<file path="src/rtl/dm_access_ctrl.sv">
// dm_access_ctrl: arbitrates and sequences the single-port data memory between the CPU port (p0) and the DMA/debug port (p1)
module dm_access_ctrl #(
  parameter int MEM_LAT = 1,
  parameter int MEM_AW = 12
) (
  input  logic              clk,
  input  logic              reset,
  input  logic              p0_req,
  input  logic              p0_we,
  input  logic [2:0]        p0_op,
  input  logic [31:0]       p0_addr,
  input  logic [31:0]       p0_wdata,
  output logic              p0_ack,
  output logic              p0_err,
  output logic [31:0]       p0_rdata,
  input  logic              p1_req,
  input  logic              p1_we,
  input  logic [2:0]        p1_op,
  input  logic [31:0]       p1_addr,
  input  logic [31:0]       p1_wdata,
  output logic              p1_ack,
  output logic              p1_err,
  output logic [31:0]       p1_rdata,
  output logic              p0_stall,
  output logic              mem_en,
  output logic [3:0]        mem_be,
  output logic [MEM_AW-1:0] mem_addr,
  output logic [31:0]       mem_wdata,
  input  logic [31:0]       mem_rdata
);
  typedef enum logic [2:0] {IDLE, ISSUE, WAIT, RESP, ERR} state_t;
  state_t state, state_nx;
  logic owner, rr_last, we, grant, sel, g_we, g_bad, issue, done;
  logic [2:0] op, g_op;
  logic [31:0] addr, wdata, g_addr, ld_data, rsp_data;
  logic [1:0] lat_cnt;
  logic [15:0] half;
  logic [7:0] lane;
  // pick a winner (alternate under contention) and flag illegal or misaligned requests
  always_comb begin
    grant = p0_req | p1_req;
    sel = (p0_req & p1_req) ? ~rr_last : p1_req;
    g_we = sel ? p1_we : p0_we;
    g_op = sel ? p1_op : p0_op;
    g_addr = sel ? p1_addr : p0_addr;
    g_bad = (g_we ? ((g_op == 3'b010) | g_op[2]) : (g_op > 3'b100))
          | ((g_op == 3'b000) & (g_addr[1:0] != 2'b00))
          | (((g_op == 3'b001) | (g_op == 3'b010)) & g_addr[0]);
  end
  // next-state sequencing through issue, latency wait and response
  always_comb begin
    state_nx = state;
    case (state)
      IDLE:    state_nx = grant ? (g_bad ? ERR : ISSUE) : IDLE;
      ISSUE:   state_nx = (MEM_LAT == 1) ? RESP : WAIT;
      WAIT:    state_nx = (lat_cnt == 2'(MEM_LAT - 2)) ? RESP : WAIT;
      default: state_nx = IDLE;
    endcase
  end
  // state register, latency counter and latch of the granted transaction
  always_ff @(posedge clk) begin
    if (reset) begin
      state <= IDLE;
      owner <= 1'b0;
      rr_last <= 1'b1;
      lat_cnt <= 2'd0;
      we <= 1'b0;
      op <= 3'b000;
      addr <= 32'h0;
      wdata <= 32'h0;
    end else begin
      state <= state_nx;
      lat_cnt <= (state == WAIT) ? lat_cnt + 2'd1 : 2'd0;
      if (state == IDLE && grant) begin
        owner <= sel;
        rr_last <= sel;
        we <= g_we;
        op <= g_op;
        addr <= g_addr;
        wdata <= sel ? p1_wdata : p0_wdata;
      end
    end
  end
  // memory strobes, lane steering and load extension decoded from registered state
  always_comb begin
    issue = state == ISSUE;
    done = (state == RESP) | (state == ERR);
    half = addr[1] ? mem_rdata[31:16] : mem_rdata[15:0];
    lane = mem_rdata[{addr[1:0], 3'b000} +: 8];
    ld_data = (op == 3'b001) ? {{16{half[15]}}, half}
            : (op == 3'b010) ? {16'h0, half}
            : (op == 3'b011) ? {{24{lane[7]}}, lane}
            : (op == 3'b100) ? {24'h0, lane} : mem_rdata;
    rsp_data = ((state == RESP) & ~we) ? ld_data : 32'h0;
    mem_en = issue;
    mem_addr = issue ? addr[MEM_AW+1:2] : '0;
    mem_be = (issue & we) ? ((op == 3'b000) ? 4'hF : (op == 3'b001) ? (addr[1] ? 4'hC : 4'h3) : 4'b0001 << addr[1:0]) : 4'h0;
    mem_wdata = (issue & we) ? ((op == 3'b000) ? wdata : (op == 3'b001) ? {2{wdata[15:0]}} : {4{wdata[7:0]}}) : 32'h0;
    p0_ack = done & ~owner;
    p1_ack = done & owner;
    p0_err = (state == ERR) & ~owner;
    p1_err = (state == ERR) & owner;
    p0_rdata = owner ? 32'h0 : rsp_data;
    p1_rdata = owner ? rsp_data : 32'h0;
    p0_stall = p0_req & ~p0_ack;
  end
endmodule

</file>
<file path="config.mk">
export PLATFORM = sky130hd
export DESIGN_NAME = dm_access_ctrl
export DESIGN_NICKNAME = d
export VERILOG_FILES = /design/src/rtl/dm_access_ctrl.sv
export SDC_FILE = /design/constraint.sdc
export NUM_CORES = 1
export LEC_CHECK = 0
export ABC_CLOCK_PERIOD_IN_PS = 3450
export CAP_MARGIN = 10
export CORE_MARGIN = 10
export CORE_UTILIZATION = 40
export DETAILED_ROUTE_END_ITERATION = 12
export MAX_ROUTING_LAYER = met4
export PLACE_DENSITY = 0.86
export SYNTH_ARGS = -nofsm -noshare
export SYNTH_HDL_FRONTEND = slang
export SYNTH_SLANG_ARGS = --single-unit
</file>
<file path="constraint.sdc">
create_clock -name clk -period 3.45 [get_ports clk]
set_clock_uncertainty 0.1 [all_clocks]
set_input_delay 0.69 -clock clk [delete_from_list [all_inputs] [get_ports clk]]
set_output_delay 0.69 -clock clk [all_outputs]
set_load 0.05 [all_outputs]
</file>
After elaboration in Yosys (flattened, before gate mapping)
Index checks and enable logic that the tools add are counted.
Storage, ports and cells
  register bits after elaboration: 57
  output and inout port bits: 118
  logic and storage cells: 76
Cells by class
  $add $sub $neg: 1
  $lt $le $gt $ge: 1
  equal/unequal tests: 11
  shift operators: 2
  multiplexer cells: 26
  bitwise gates (word level): 21
  reductions and logical operators: 6
Operator list (number)
  two-way mux 32 bit: 11
  variable part select 32 x 6 -> 8 bit: 1
  two-way mux 16 bit: 1
  two-way mux 4 bit: 4
  == test 3 x 2 -> 1 bit (second input constant): 5
  two-way mux 14 bit: 1
  two-way mux 12 bit: 1
  AND 1 bit: 10
  == test 3 x 1 -> 1 bit (second input constant): 3
  logical NOT 3 bit: 3
  two-way mux 3 bit: 3
  case mux 3 bit (3 select lines): 1
  == test 3 bit (second input constant): 2
  OR 1 bit: 6
  NOT 1 bit: 5
  two-way mux 1 bit: 4
  << shifter 1 x 2 -> 4 bit (first input constant): 1
  greater-than comparator 3 bit (second input constant): 1
  adder 2 x 1 -> 2 bit (second input constant): 1
  == test 2 bit (second input constant): 1
  nonzero test 2 bit: 1
  OR reduction 2 bit: 1
  logical AND 1 bit: 1

Longest topological paths before layout
  depth in word-level cells: 11
  mapped depth: 6

Worst setup path before layout
No wires, ideal clock.
  kind: input -> output
  from: input port mem_rdata[23]
  to: output port p0_rdata[16]
  arrival time: 2527 ps
  data required time: 2660 ps
  path slack: 133 ps
  stages on the path: 5
  path through: mux4_2 > inv_2 > o221a_1 > buf_2 > nor3_1
On the way
  cells in the longest elaborated chain, start to end: 6
Ends and longest elaborated chain
  start: declaration: line 29  | input logic [31:0] mem_rdata
  variable part select 32 x 6 -> 8 bit: line 89  | lane = mem_rdata[{addr[1:0], 3'b000} +: 8];
  two-way mux 32 bit: line 92  | : (op == 3'b011) ? {{24{lane[7]}}, lane}
  two-way mux 32 bit: line 91  | : (op == 3'b010) ? {16'h0, half}
  two-way mux 32 bit: line 90  | ld_data = (op == 3'b001) ? {{16{half[15]}}, half}
  two-way mux 32 bit: line 94  | rsp_data = ((state == RESP) & ~we) ? ld_data : 32'h0;
  two-way mux 32 bit: line 103  | p0_rdata = owner ? 32'h0 : rsp_data;
  end: declaration: line 15  | output logic [31:0] p0_rdata,
No other way between the ends.

Final worst setup path
  from: input port mem_rdata[31]
  to: output port p1_rdata[28]
On the way
  cells in the longest elaborated chain, start to end: 6
Ends and longest elaborated chain
  variable part select 32 x 6 -> 8 bit: line 89
  two-way mux 32 bit: line 92
  two-way mux 32 bit: line 91
  two-way mux 32 bit *: line 90
  two-way mux 32 bit *: line 94
  two-way mux 32 bit *: line 104  | p1_rdata = owner ? rsp_data : 32'h0;
  end: declaration: line 23  | output logic [31:0] p1_rdata,
Mark *: on every way between the ends. The rest lies on a longest branch, timed or not.

==> results.md <==
- The max-slew violation count was 0.
- Along the worst hold path, the cell count comes to 1.
- For this design the top-level I/O count stands at 290.
- The total of warnings raised by yosys is 0.
- The startpoint of the most critical register-to-register path is state[0]$_SDFF_PP0_.
- Traced cell by cell, the critical path runs through clkdlybuf4s50_1 > mux4_2 > inv_2 > o221a_1 > buf_12 > nor3_1 > buf_4.
- The peak clock frequency supported by timing is 0.301 GHz.
- Data on the critical path is required at its endpoint by 2.66 ns.
- The placed instances occupy a cell area of 7670 sq um.
- The combined area of all synthesized cells is 4500 sq um.
- The worst setup path is captured at an output port.
- In this run the worst setup path begins at mem_rdata[31].
- For this run, global-route usage on met2 was measured as 43.5%.
- Dividing the detail-routed via count by the number of cells gives 5.77.
- The number of standard-cell rows in the floorplan is 38.
- The transition time at the pin with the least slew margin is 0.704 ns.
- The clock network is responsible for 23.0% of the overall power.
- The async set or reset register ratio after synthesis is 0%.
- The height of the chip is 126 um.
- The synthesized area divided by synthesized cell count is 7.18 sq um.
- The worst-skew pair later-pin latency is 0.33 ns.
- The initial antenna violation count is 0.
- The most common cell in the synthesized netlist is nor2_1.
- The met3 layer usage reported by global route is 9.31%.
- The layout-stage area growth over the synthesis result is 77.4%.
- The worst hold path belongs to the class flop to flop.
- CTS saw 57 sinks.
- The period utilization is 96.2%.
- After clock tree synthesis, the clock-pin slew on the worst setup and hold paths is 0.05 ns.
- The total half-perimeter wirelength after legalization and detailed placement is 16200 um.
- After clock tree synthesis, the flow added hold-fix buffers numbering 0.
- The total overflow left after global routing is 0.
- The hold violation count in the final report came to 0.
- The slowest stage of the critical path is the mux4_2 cell.
- The kind of launch point of the worst setup path is an input pin.
- Max-cap violations in this run came to 0.
- The synthesized netlist devotes 27.4% of its cell area to compound gates.
- The count of different cell masters after synthesis is 45.
- The internal power is 2170 uW.
- The power per cell area is 478 nW/um^2.
- The met1 layer usage reported by global route is 26.9%.
- The run finished with clean final reports.
- Counting along the longest clock path gives a buffer depth of 2.
- The post-cts gate resize count is 0.
- The worst vdd rail ir drop is 0.359 mV.
- The repair_antennas step left the layout with diodes totalling 0.
- The worst setup path is of the input pin to output port kind.
- The switching power share of the total is 43.2%.
- The post-synthesis register bit count is 57.
- The power share of the sequential group is 26.2%.
- The number of iterations in the first detailed-routing pass is 5.
- The number of enable-type register cells in the synthesized netlist is 0.
- Setup repair after global routing left no endpoint under its margin.
- Sorting the synthesized cells by area gives the leading types as dfxtp_1, mux2i_1, a211oi_1.
- The global-route wire length before repair is 32400 um.
- The clock root buffer is clkbuf_16.
- The setup TNS is 0 ns.
- The post-synthesis cell count is 626.
- Once the clock tree was built, the setup fixing pass inserted 0 buffers.
- The maximum level of the CTS H-tree is 3.
- The share of total power dissipated in combinational logic is 50.8%.
- The area of the core is 10900 sq um.
- The number of nets in the synthesized netlist is 799.
- The global router's overall resource usage is 25.6%.
- The TritonCTS clock tree is yes.
- The net switching component of the power is 1650 uW.
- The critical path's largest stage delay is 0.53 ns.
- The most used flip-flop cell after synthesis is dfxtp_1.
- The total of endpoints with negative setup slack in the final report is 0.
- The number of standard cells in the layout, taps in and fillers out is 1001.
- The adder and majority gate portion of the synthesized area is 0.278%.
- The worst slew margin relative to its limit is 53.0%.
- Across all layers, the routed design uses 5771 vias.
- The number of buffers inserted by port buffering is 253.
- The area share of the largest cell type after synthesis is 25.4%.
- The maximum number of pins on one net before global-route repair is 102.
- Measured against the total synthesized area, the mux share comes to 16.6%.
- The layout cell share with drive strength beyond 1 is 17.3%.
- The placer congestion estimate is 0.919.
- The largest family of logic cells by synthesized area is compound AO/OA/AOI/OAI gates.
- Data on the critical path arrives at its endpoint at 2.53 ns.
- For this block, the routed nets add up to 20800 um of wire.
- Dividing the detail-routed wire length by the instance count gives 20.8 um.
- The number of global-route vias before repair was 5979.
- The most crowded layer after global routing is met2.
- Summed over all cells, the static leakage comes to 0.00312 uW.
- The initial core utilization is 41.1%.
- The post-synthesis cell type with the largest combined area is dfxtp_1.
- The number of nets at the end of the flow is 1029.
- The detail route stage leaves a number of antenna-violating nets equal to 0.
- The maximum fanout along the worst path is 32.
- The startpoint of the most critical hold path is lat_cnt[0]$_SDFF_PP0_.
- Summing the areas of all xor and xnor instances in the mapped netlist gives 0.195% of the synthesized area.
- The die boundary width is 126 um.
- The sequential cell area fraction in the yosys report is 25.4%.
- The placed cell count is 985.
- The final instance area is 7980 sq um.
- In the routed design, unresolved DRC markers number 0.
- The detailed router finished its first iteration with 440 violations.
- By count the netlist is led by nor2_1, a211oi_1, mux2i_1.
- After Yosys synthesis, and, or, nand and nor cells account for 23.9% of the synthesized area.
- The worst reg-to-reg path cell count is 4.
- The minimum clock period after layout is 3.32 ns.
- TritonCTS created 9 clock buffers.
- The die covers 15900 sq um.
[sequential cells by signal, indices dropped and copies added, names as in the netlist]
signal,cells
op,3
lat_cnt,2
addr,14
we,1
owner,1
rr_last,1
state,3
wdata,32
[worst max-delay path: cells and delay by family]
family | cells | cell delay, ns
muxes | 1 | 0.53
buffers and inverters | 4 | 0.97
and+or+nand+nor | 1 | 0.08
AOI/OAI and AO/OA | 1 | 0.25
[cells by family after synthesis]
family | Yosys count
AND/OR/NAND/NOR | 240
AO/OA/AOI/OAI | 186
multiplexers | 73
buffers and inverters | 68
flip-flops | 57
XOR/XNOR | 1
adder cells (fa/ha/maj) | 1
[power groups by stage]
stage | sequential [uW] | clock [uW] | combinational, uW
after floorplan | 935 | 0 | 1290
after global placement | 985 | 0 | 1840
after detailed placement | 999 | 0 | 1910
after CTS | 992 | 876 | 1920
after global routing | 1020 | 904 | 2100
final | 1000 | 876 | 1940
[layout by cell type (no fill, tap or decap), types with 2 or more instances in the layout]
cell type and n:
clkdlybuf4s50_1 151, nor2_1 95, a211oi_1 73, mux2i_1 70, nand2_1 64, buf_12 62
buf_4 62, dfxtp_1 57, a21oi_1 43, nor3_1 34, o21ai_0 33, and2_1 13
o21a_1 9, inv_1 9, and3_1 9, clkbuf_16 9, o221ai_1 8, a211o_1 7
nor2b_1 5, nand2b_1 3, nor4b_1 3, clkbuf_1 3, mux2_2 2, or2_2 2
nor3b_1 2, a22o_1 2, o21bai_1 2, a31oi_1 2, nor4_1 2, clkinv_2 2
[layer usage]
| metal | wire, um | up-vias | share of wire, % |
|---|---|---|---|
| met3 | 2080 | 40 | 10 |
| met4 | 526 | 0 | 2.5 |
| met5 | 0 | - | 0 |
| met2 | 10200 | 321 | 49 |
| li1 | - | 2732 | - |
| met1 | 7970 | 2678 | 38 |
[path summary, 6_finish.rpt]
| kind | to | slack [ns] |
|---|---|---|
| worst max-delay path | p1_rdata[28] | 0.13 |
| worst min-delay path | lat_cnt[0]$_SDFF_PP0_ | 0.37 |
| worst max register to register | wdata[16]$_SDFFE_PP0P_ | 1.62 |
| worst min register to register | lat_cnt[0]$_SDFF_PP0_ | 0.37 |
[through the flow]
step | power [uW] | utilization [%] | worst slack, ns | hold slack, ns
finish | 3820 | 72.9 | 0.130 | 0.371
global route | 4030 | 72.9 | 0.00299 | 0.388
CTS | 3790 | 72.8 | 0.126 | 0.370
detailed placement | 2900 | 70.2 | 0.150 | 0.362
global placement | 2820 | 70.2 | 0.202 | 0.307
floorplan | 2220 | - | 0.133 | 0.296
[layout make-up]
cell class / count / area, sq um
Clock buffer: 13 / 250
Clock inverter: 3 / 40.0
Fill cell: 797 / 2960
Inverter: 11 / 41.3
Multi-Input combinational cell: 501 / 3110
Sequential cell: 57 / 1140
Tap cell: 140 / 175
Timing Repair Buffer: 276 / 3220
(Power assumes the default switching activity.)
